**config.mk**
```make
export PLATFORM = sky130hd
export DESIGN_NAME = cdb_broadcast
export DESIGN_NICKNAME = d
export VERILOG_FILES = /design/src/rtl/cdb_broadcast.sv
export SDC_FILE = /design/constraint.sdc
export NUM_CORES = 1
export LEC_CHECK = 0
export ABC_AREA = 1
export BUFFER_PORTS_ARGS = -buffer_cell sky130_fd_sc_hd__buf_2
export CORE_ASPECT_RATIO = 0.5
export CORE_MARGIN = 4
export CORE_UTILIZATION = 55
export CTS_CLUSTER_DIAMETER = 50
export DETAILED_ROUTE_END_ITERATION = 12
export PLACE_DENSITY_LB_ADDON = 0.05
export SLEW_MARGIN = 20
export SYNTH_ARGS = -nofsm -noshare
export SYNTH_HDL_FRONTEND = slang
export SYNTH_SLANG_ARGS = --single-unit
```
**constraint.sdc**
```tcl
create_clock -name clk -period 2.5 [get_ports clk]
set_input_delay 0.25 -clock clk [delete_from_list [all_inputs] [get_ports clk]]
set_output_delay 0.25 -clock clk [all_outputs]
set_load 0.005 [all_outputs]
```
**src/rtl/cdb_broadcast.sv**
```systemverilog
// cdb_broadcast: per-FU result FIFOs feeding the common data bus.
// Each FU deposits tag+data into its own small FIFO and requests the bus
// while entries are pending. The arbiter's one-hot grant pops one head,
// which appears on the registered CDB outputs one cycle later.
module cdb_broadcast #(
   parameter int NUM_FU = 3,
   parameter int XLEN   = 32,
   parameter int TAG_W  = 4,
   parameter int DEPTH  = 2
) (
   input  logic                    clk,
   input  logic                    rst,
   input  logic                    stall_i,
   input  logic                    flush_i,
   input  logic [NUM_FU-1:0]       fu_valid_i,
   input  logic [NUM_FU*TAG_W-1:0] fu_tag_i,
   input  logic [NUM_FU*XLEN-1:0]  fu_data_i,
   output logic [NUM_FU-1:0]       fu_ready_o,
   output logic [NUM_FU-1:0]       cdb_req,
   input  logic [NUM_FU-1:0]       fu_sel,
   output logic                    cdb_valid_o,
   output logic [TAG_W-1:0]        cdb_tag_o,
   output logic [XLEN-1:0]         cdb_data_o,
   output logic                    sel_err_o
);

   localparam int PTR_W = (DEPTH > 1) ? $clog2(DEPTH) : 1;
   localparam int CNT_W = $clog2(DEPTH) + 1;
   localparam int IDX_W = (NUM_FU > 1) ? $clog2(NUM_FU) : 1;
   localparam logic [CNT_W-1:0] FULL = CNT_W'(DEPTH);

   typedef struct packed {
      logic [TAG_W-1:0] tag;
      logic [XLEN-1:0]  data;
   } entry_t;

   entry_t           mem_q    [NUM_FU][DEPTH];
   logic [PTR_W-1:0] wr_ptr_q [NUM_FU];
   logic [PTR_W-1:0] wr_ptr_d [NUM_FU];
   logic [PTR_W-1:0] rd_ptr_q [NUM_FU];
   logic [PTR_W-1:0] rd_ptr_d [NUM_FU];
   logic [CNT_W-1:0] count_q  [NUM_FU];
   logic [CNT_W-1:0] count_d  [NUM_FU];

   logic [NUM_FU-1:0] push;
   logic [NUM_FU-1:0] grant;
   logic [NUM_FU-1:0] pop;
   logic [IDX_W-1:0]  sel_idx;
   entry_t            head;

   logic              cdb_valid_q, cdb_valid_d;
   logic [TAG_W-1:0]  cdb_tag_q,   cdb_tag_d;
   logic [XLEN-1:0]   cdb_data_q,  cdb_data_d;
   logic              sel_err_q,   sel_err_d;

   // Occupancy status: ready while not full, request while not empty.
   always_comb begin
      for (int i = 0; i < NUM_FU; i++) begin
         fu_ready_o[i] = (count_q[i] != FULL);
         cdb_req[i]    = (count_q[i] != '0);
      end
   end

   // Grant qualification, lowest-index pop select, error and broadcast next state.
   always_comb begin
      // NOTE: every signal gets a default at the top so no path leaves it unassigned (no latch).
      grant   = stall_i ? '0 : (fu_sel & cdb_req);
      pop     = grant & (~grant + NUM_FU'(1));
      sel_idx = '0;
      for (int i = NUM_FU - 1; i >= 0; i--) begin
         if (grant[i]) sel_idx = IDX_W'(i);
      end
      head = mem_q[sel_idx][rd_ptr_q[sel_idx]];

      sel_err_d = !stall_i &&
                  ((|(fu_sel & (fu_sel - NUM_FU'(1)))) || (|(fu_sel & ~cdb_req)));

      cdb_valid_d = !flush_i && (|pop);
      cdb_tag_d   = cdb_tag_q;
      cdb_data_d  = cdb_data_q;
      if (cdb_valid_d) begin
         cdb_tag_d  = head.tag;
         cdb_data_d = head.data;
      end
   end

   // FIFO pointer and count next state; flush empties everything.
   always_comb begin
      for (int i = 0; i < NUM_FU; i++) begin
         push[i]     = fu_valid_i[i] && fu_ready_o[i] && !flush_i;
         wr_ptr_d[i] = wr_ptr_q[i] + PTR_W'(push[i]);
         rd_ptr_d[i] = rd_ptr_q[i] + PTR_W'(pop[i]);
         count_d[i]  = count_q[i] + CNT_W'(push[i]) - CNT_W'(pop[i]);
         if (flush_i) begin
            wr_ptr_d[i] = '0;
            rd_ptr_d[i] = '0;
            count_d[i]  = '0;
         end
      end
   end

   // Control state and registered CDB outputs.
   always_ff @(posedge clk) begin
      // NOTE: state flops use non-blocking assignment so every flop samples pre-edge values.
      if (rst) begin
         for (int i = 0; i < NUM_FU; i++) begin
            wr_ptr_q[i] <= '0;
            rd_ptr_q[i] <= '0;
            count_q[i]  <= '0;
         end
         cdb_valid_q <= 1'b0;
         cdb_tag_q   <= '0;
         cdb_data_q  <= '0;
         sel_err_q   <= 1'b0;
      end else begin
         for (int i = 0; i < NUM_FU; i++) begin
            wr_ptr_q[i] <= wr_ptr_d[i];
            rd_ptr_q[i] <= rd_ptr_d[i];
            count_q[i]  <= count_d[i];
         end
         cdb_valid_q <= cdb_valid_d;
         cdb_tag_q   <= cdb_tag_d;
         cdb_data_q  <= cdb_data_d;
         sel_err_q   <= sel_err_d;
      end
   end

   // Payload storage written on push.
   always_ff @(posedge clk) begin
      // NOTE: payload RAM is not reset; pointers and counts alone decide which entries are live.
      for (int i = 0; i < NUM_FU; i++) begin
         if (push[i]) begin
            mem_q[i][wr_ptr_q[i]] <= '{tag:  fu_tag_i[i*TAG_W +: TAG_W],
                                       data: fu_data_i[i*XLEN +: XLEN]};
         end
      end
   end

   assign cdb_valid_o = cdb_valid_q;
   assign cdb_tag_o   = cdb_tag_q;
   assign cdb_data_o  = cdb_data_q;
   assign sel_err_o   = sel_err_q;

   // Occupancy never exceeds DEPTH and a pop never hits an empty FIFO.
   for (genvar gi = 0; gi < NUM_FU; gi++) begin : g_chk
      a_no_overflow:  assert property (@(posedge clk) disable iff (rst) count_q[gi] <= FULL);
      a_no_underflow: assert property (@(posedge clk) disable iff (rst) !(pop[gi] && count_q[gi] == '0));
   end

endmodule

```
# Word level (Yosys, flattened, before mapping)
# Memories as Yosys holds them, arrays and structs flattened.
# Index checks and enable logic that the tools add are counted.
# word_totals
ram_bits	228
mem_count	4
mem_bits_ro	0
out_inout_bits	44
latchBits	0
regBits	38
# classes
n_eq_ne	3
n_bitwise	19
addsub	14
n_lt_le_gt_ge	7
reduce_logical	20
n_div	0
mux	40
multipliers	0
n_shift	0
# mem_list
name	depth	width	read_ports	rd_clocked_by_memory_dff	write_ports	line_no	source
mem_q	3	72	1	0	3	37	entry_t mem_q [NUM_FU][DEPTH];
count_q	3	2	3	0	3	42	logic [CNT_W-1:0] count_q [NUM_FU];
rd_ptr_q	3	1	4	0	3	40	logic [PTR_W-1:0] rd_ptr_q [NUM_FU];
wr_ptr_q	3	1	3	0	3	38	logic [PTR_W-1:0] wr_ptr_q [NUM_FU];
# ops
op	n
2-to-1 mux 36 bit	6
2-to-1 mux 72 bit	3
demux 36 bit (select 1 bit)	3
2-to-1 mux 1 bit	18
2-to-1 mux 2 bit	9
AND 3 bit	4
logical AND 1 bit	11
bitwise OR 1 bit	9
OR reduction 3 bit	3
greater-or-equal comparator 2 bit (second input constant)	4
NOT 1 -> 2 bit	4
adder 1 bit	6
adder 2 x 1 -> 2 bit	3
less-than comparator 2 x 1 -> 1 bit (second input constant)	3
inequality test 2 bit (second input constant)	3
NOT 3 bit	2
nonzero test 2 bit	3
subtractor 2 x 1 -> 2 bit	3
adder 3 x 1 -> 3 bit (second input constant)	1
2-to-1 mux 3 bit	1
subtractor 3 x 1 -> 3 bit (second input constant)	1
zero test 1 bit	2
logical OR 1 bit	1

# Longest topological paths before layout
# An unclocked memory read counts as a cell.
# logic_depth
depth_word	11
ltp_mapped	12
mapped_depth_nobuf	11

# Worst setup path after synthesis
# OpenSTA, ideal clock, no wires.
# synth_timing
kind	input-to-reg
startpoint	in flush_i
endpoint	mem mem_q[0][0] (netlist bit), enable pin
required_ps	2103
setup_ps	397
arrival_ps	1551
path_slack_ps	552
cell_stages	4
path_cell_list	inv_1 > nand2_1 > nor2_1 > ha_1
# synth_rtl
element	line_no	source
from (decl)	14	input logic flush_i,
to (decl)	37	

# Worst setup path in the final report
# layout_timing
startpoint	in stall_i
endpoint	reg cdb_data_q[18] (netlist: cdb_data_o[18])
# layout_via
elab_chain_len	9
word_cells_on_any_way	15
cone_classes	1 x add/sub; 7 x mux; 3 x bitwise; 2 x reduce/logical; 2 x memory
# layout_lines
element	line_no	source
from (decl)	13	input logic stall_i,
2-to-1 mux 3 bit (*)	67	grant = stall_i ? '0 : (fu_sel & cdb_req);
2-to-1 mux 2 bit (3 in a row)	71	if (grant[i]) sel_idx = IDX_W'(i);
memory (3 x 1 bit)	--	
NOT 1 -> 2 bit (not written as such)	73	head = mem_q[sel_idx][rd_ptr_q[sel_idx]];
2-to-1 mux 36 bit (not written as such) (3 in a row)	73	
to (signal assigned)	123	cdb_data_q <= cdb_data_d;
to (decl)	53	logic [XLEN-1:0] cdb_data_q, cdb_data_d;
# Mark *: on every way between the ends. The rest lies on a longest branch, timed or not. The select of a mux whose other input is x is not followed.
# A chain may end at the register's enable or synchronous reset.

==> metrics.cfg <==
[timing]
fmax_mhz=485.4
skew_ns=0.008552
period_share_pct=82.41
slew_headroom_pct=57.03
fin_setup_tns_ns=0
tightest_slew_ns=0.6446
setup_viol=0
period_minus_slack_ns=2.060
finalMaxSlewViolations=0
hold_viol=0
grt_setup_unrepaired=no

[floorplanning]
coreArea_mm2=0.01955
die_h_um=107.9
num_rows=36
boundaryPins=162
die_x_um=207.9
dieArea_mm2=0.02244
initial_core_util_pct=56.20

[global_routing]
grt_pass1_wl_um=43010
grt_antenna_before_repair=0
grt.overflow.total=0
grt_use_total_pct=24.61
grt_pass1_vias=7946
grt_max_degree=74

[clock_tree]
cts_buffer_depth=3
cts_tree=yes
htreeDepth=1
numCtsBuffers=24
root_buffer=clkbuf_16
ctsResizeCount=0
clk_latency_ns=0.52
cts_sinks=266
clkTransAtPathRegs_ns=0.07

[logic_synthesis]
synth_cells=1006
ys_seq_elements=266
synth.distinct_cells=25
synthesis.area_mm2=0.01099
syn_nets=1136
syn_avg_cell_area_um2=10.92
yosysSeqAreaShare_pct=68.15
synth_warnings=0

[critical_path]
cp-end-kind=flop
cp_slowest_cell=dlygate4sd3_1
crit_path_max_incr_delay_ns=0.54
cp-start-kind=input port
required_ns=2.89
cp_cell_sequence=dlygate4sd3_1, buf_2, inv_2, nand2_1, nor2_4, nand3_4, nor2_1, inv_2, nand2_4, buf_12, nand2_1, nand3_1, a21oi_1
ff2ff_setup_slack_ns=0.46
critPathMaxFanout=18
critPathKind=in -> reg
arrival_ns=2.45

[route]
drt_wl_total_um=27480
ant_nets=0
via_per_inst=5.226
wl_per_cell_um=17.66
drt_iter0_markers=534
first_pass_iters=4
drc=0
vias=8132

[layout]
drive_above_1_share_pct=21.33
n_fill_cell=1450
nets=1401
area_growth_pct=27.16

[power_and_ir_drop]
irDropWorstVdd_v=0.0005669
p_leak_nw=5.766
powerDensity_mw_per_mm2=663.9
fin_total_pwr_w=0.009275

[placed_design]
portBuffers=161
place.gp.congestion=0.7789
place_hpwl_um=16000

[run_status]
status=completed

[min_path]
hold_path_class=in -> reg

[run]
drv_cap=0

==> worst paths after layout <==
check / from / end / depth (start not counted)
max: stall_i / cdb_data_o[18] / 13
min: rst / cdb_valid_o / 4
max reg2reg: count_q[0][1] / cdb_data_o[18] / 11
min reg2reg: cdb_data_o[13] / cdb_data_o[13] / 2
==> sequential cells by signal (all words and copies together), names as in the netlist <==
register     cells
count_q          6
cdb_data_o      32
rd_ptr_q         3
mem_q          216
cdb_valid_o      1
sel_err_o        1
wr_ptr_q         3
cdb_tag_o        4
==> cell usage in the layout, fill, tap and decap left out, types with 18 or more instances in the layout <==
master and count:
or2_2 29, nor2_1 18, nand2_1 305, edfxtp_1 216, clkbuf_16 25, dfxtp_1 50
inv_1 60, a21oi_1 43, buf_2 161, nand3_1 181, dlygate4sd3_1 109
==> power by group <==
group / switching [W] / internal, W
clock: 0.00157 / 0.00206
combinational: 0.000372 / 0.000310
sequential: 0.0000352 / 0.00492
==> per-stage QoR <==
| step | hold slack [ns] | area, µm² | util (%) | cells | worst slack (ns) |
|---|---|---|---|---|---|
| floorplan | 0.3489 | 10990 | - | 1006 | 0.5520 |
| global placement | 0.4365 | 12110 | 61.92 | 1402 | 0.5186 |
| detailed placement | 0.4410 | 12110 | 61.92 | 1402 | 0.4667 |
| CTS | 0.01091 | 13970 | 71.45 | 1555 | 0.4567 |
| global route | 0.05119 | 13970 | 71.45 | 1555 | 0.2765 |
| finish | 0.02158 | 13970 | 71.46 | 1556 | 0.4398 |
==> worst max-delay path: cells and delay by family <==
family / cells / cell delay (ns)
and+or+nand+nor: 7 / 1.09
AOI/OAI and AO/OA: 1 / 0.06
buffers and inverters: 5 / 1.02
==> synth_stat cells <==
cell type | count | share of area (%)
nand3_2 | 1 | 0.091
buf_2 | 30 | 1.4
a221oi_1 | 1 | 0.080
ha_1 | 12 | 1.4
inv_2 | 7 | 0.24
a21oi_1 | 43 | 2.0
a21oi_4 | 1 | 0.15
nand3_4 | 1 | 0.16
buf_6 | 11 | 1.1
nor2_4 | 1 | 0.10
clkbuf_1 | 8 | 0.27
nand2_2 | 5 | 0.28
buf_4 | 7 | 0.48
or2_1 | 10 | 0.57
o21ai_0 | 1 | 0.046
nor2_1 | 19 | 0.65
inv_1 | 60 | 2.1
nand2_1 | 306 | 10
nand3_1 | 181 | 8.2
or2_2 | 29 | 1.7
nand2_4 | 2 | 0.20
dfxtp_1 | 50 | 9.1
edfxtp_1 | 216 | 59
inv_4 | 1 | 0.057
xnor2_1 | 3 | 0.24
==> layout make-up <==
| type | count | area (µm²) | area share, % |
|---|---|---|---|
| well taps | 266 | 332.8 | 2.382 |
| flip-flops and latches | 266 | 7487 | 53.60 |
| diodes | 1 | 2.502 | 0.01791 |
| inverters | 68 | 257.7 | 1.845 |
| clock buffers | 37 | 710.7 | 5.087 |
| repair buffers | 295 | 2210 | 15.82 |
| multi-input cells | 616 | 2909 | 20.82 |
| clock inverters | 7 | 60.06 | 0.4299 |
==> layer usage <==
metal	global-route usage [%]	up-vias	part of all wire [%]
li1	-	3915	-
met4	4.778	0	1.4
met3	4.174	38	7.3
met5	0	-	0
met1	33.78	3897	44
met2	42.55	282	48
==> cell families after synthesis <==
logic type | share of synthesized area (%)
simple gates | 22.41
flops | 68.15
buf+inv | 5.592
compound gates | 2.232
fa+ha+maj | 1.367
xor+xnor | 0.2392
==> repair_timing <==
item | 4_1_cts | 5_1_grt
hold buffers | 109 | 0
setup buffers | 0 | 0
endpoints found under the hold margin | 217 | 0
setup endpoints to repair | 0 | 0
Note: power is estimated with default switching activity, not from simulation.
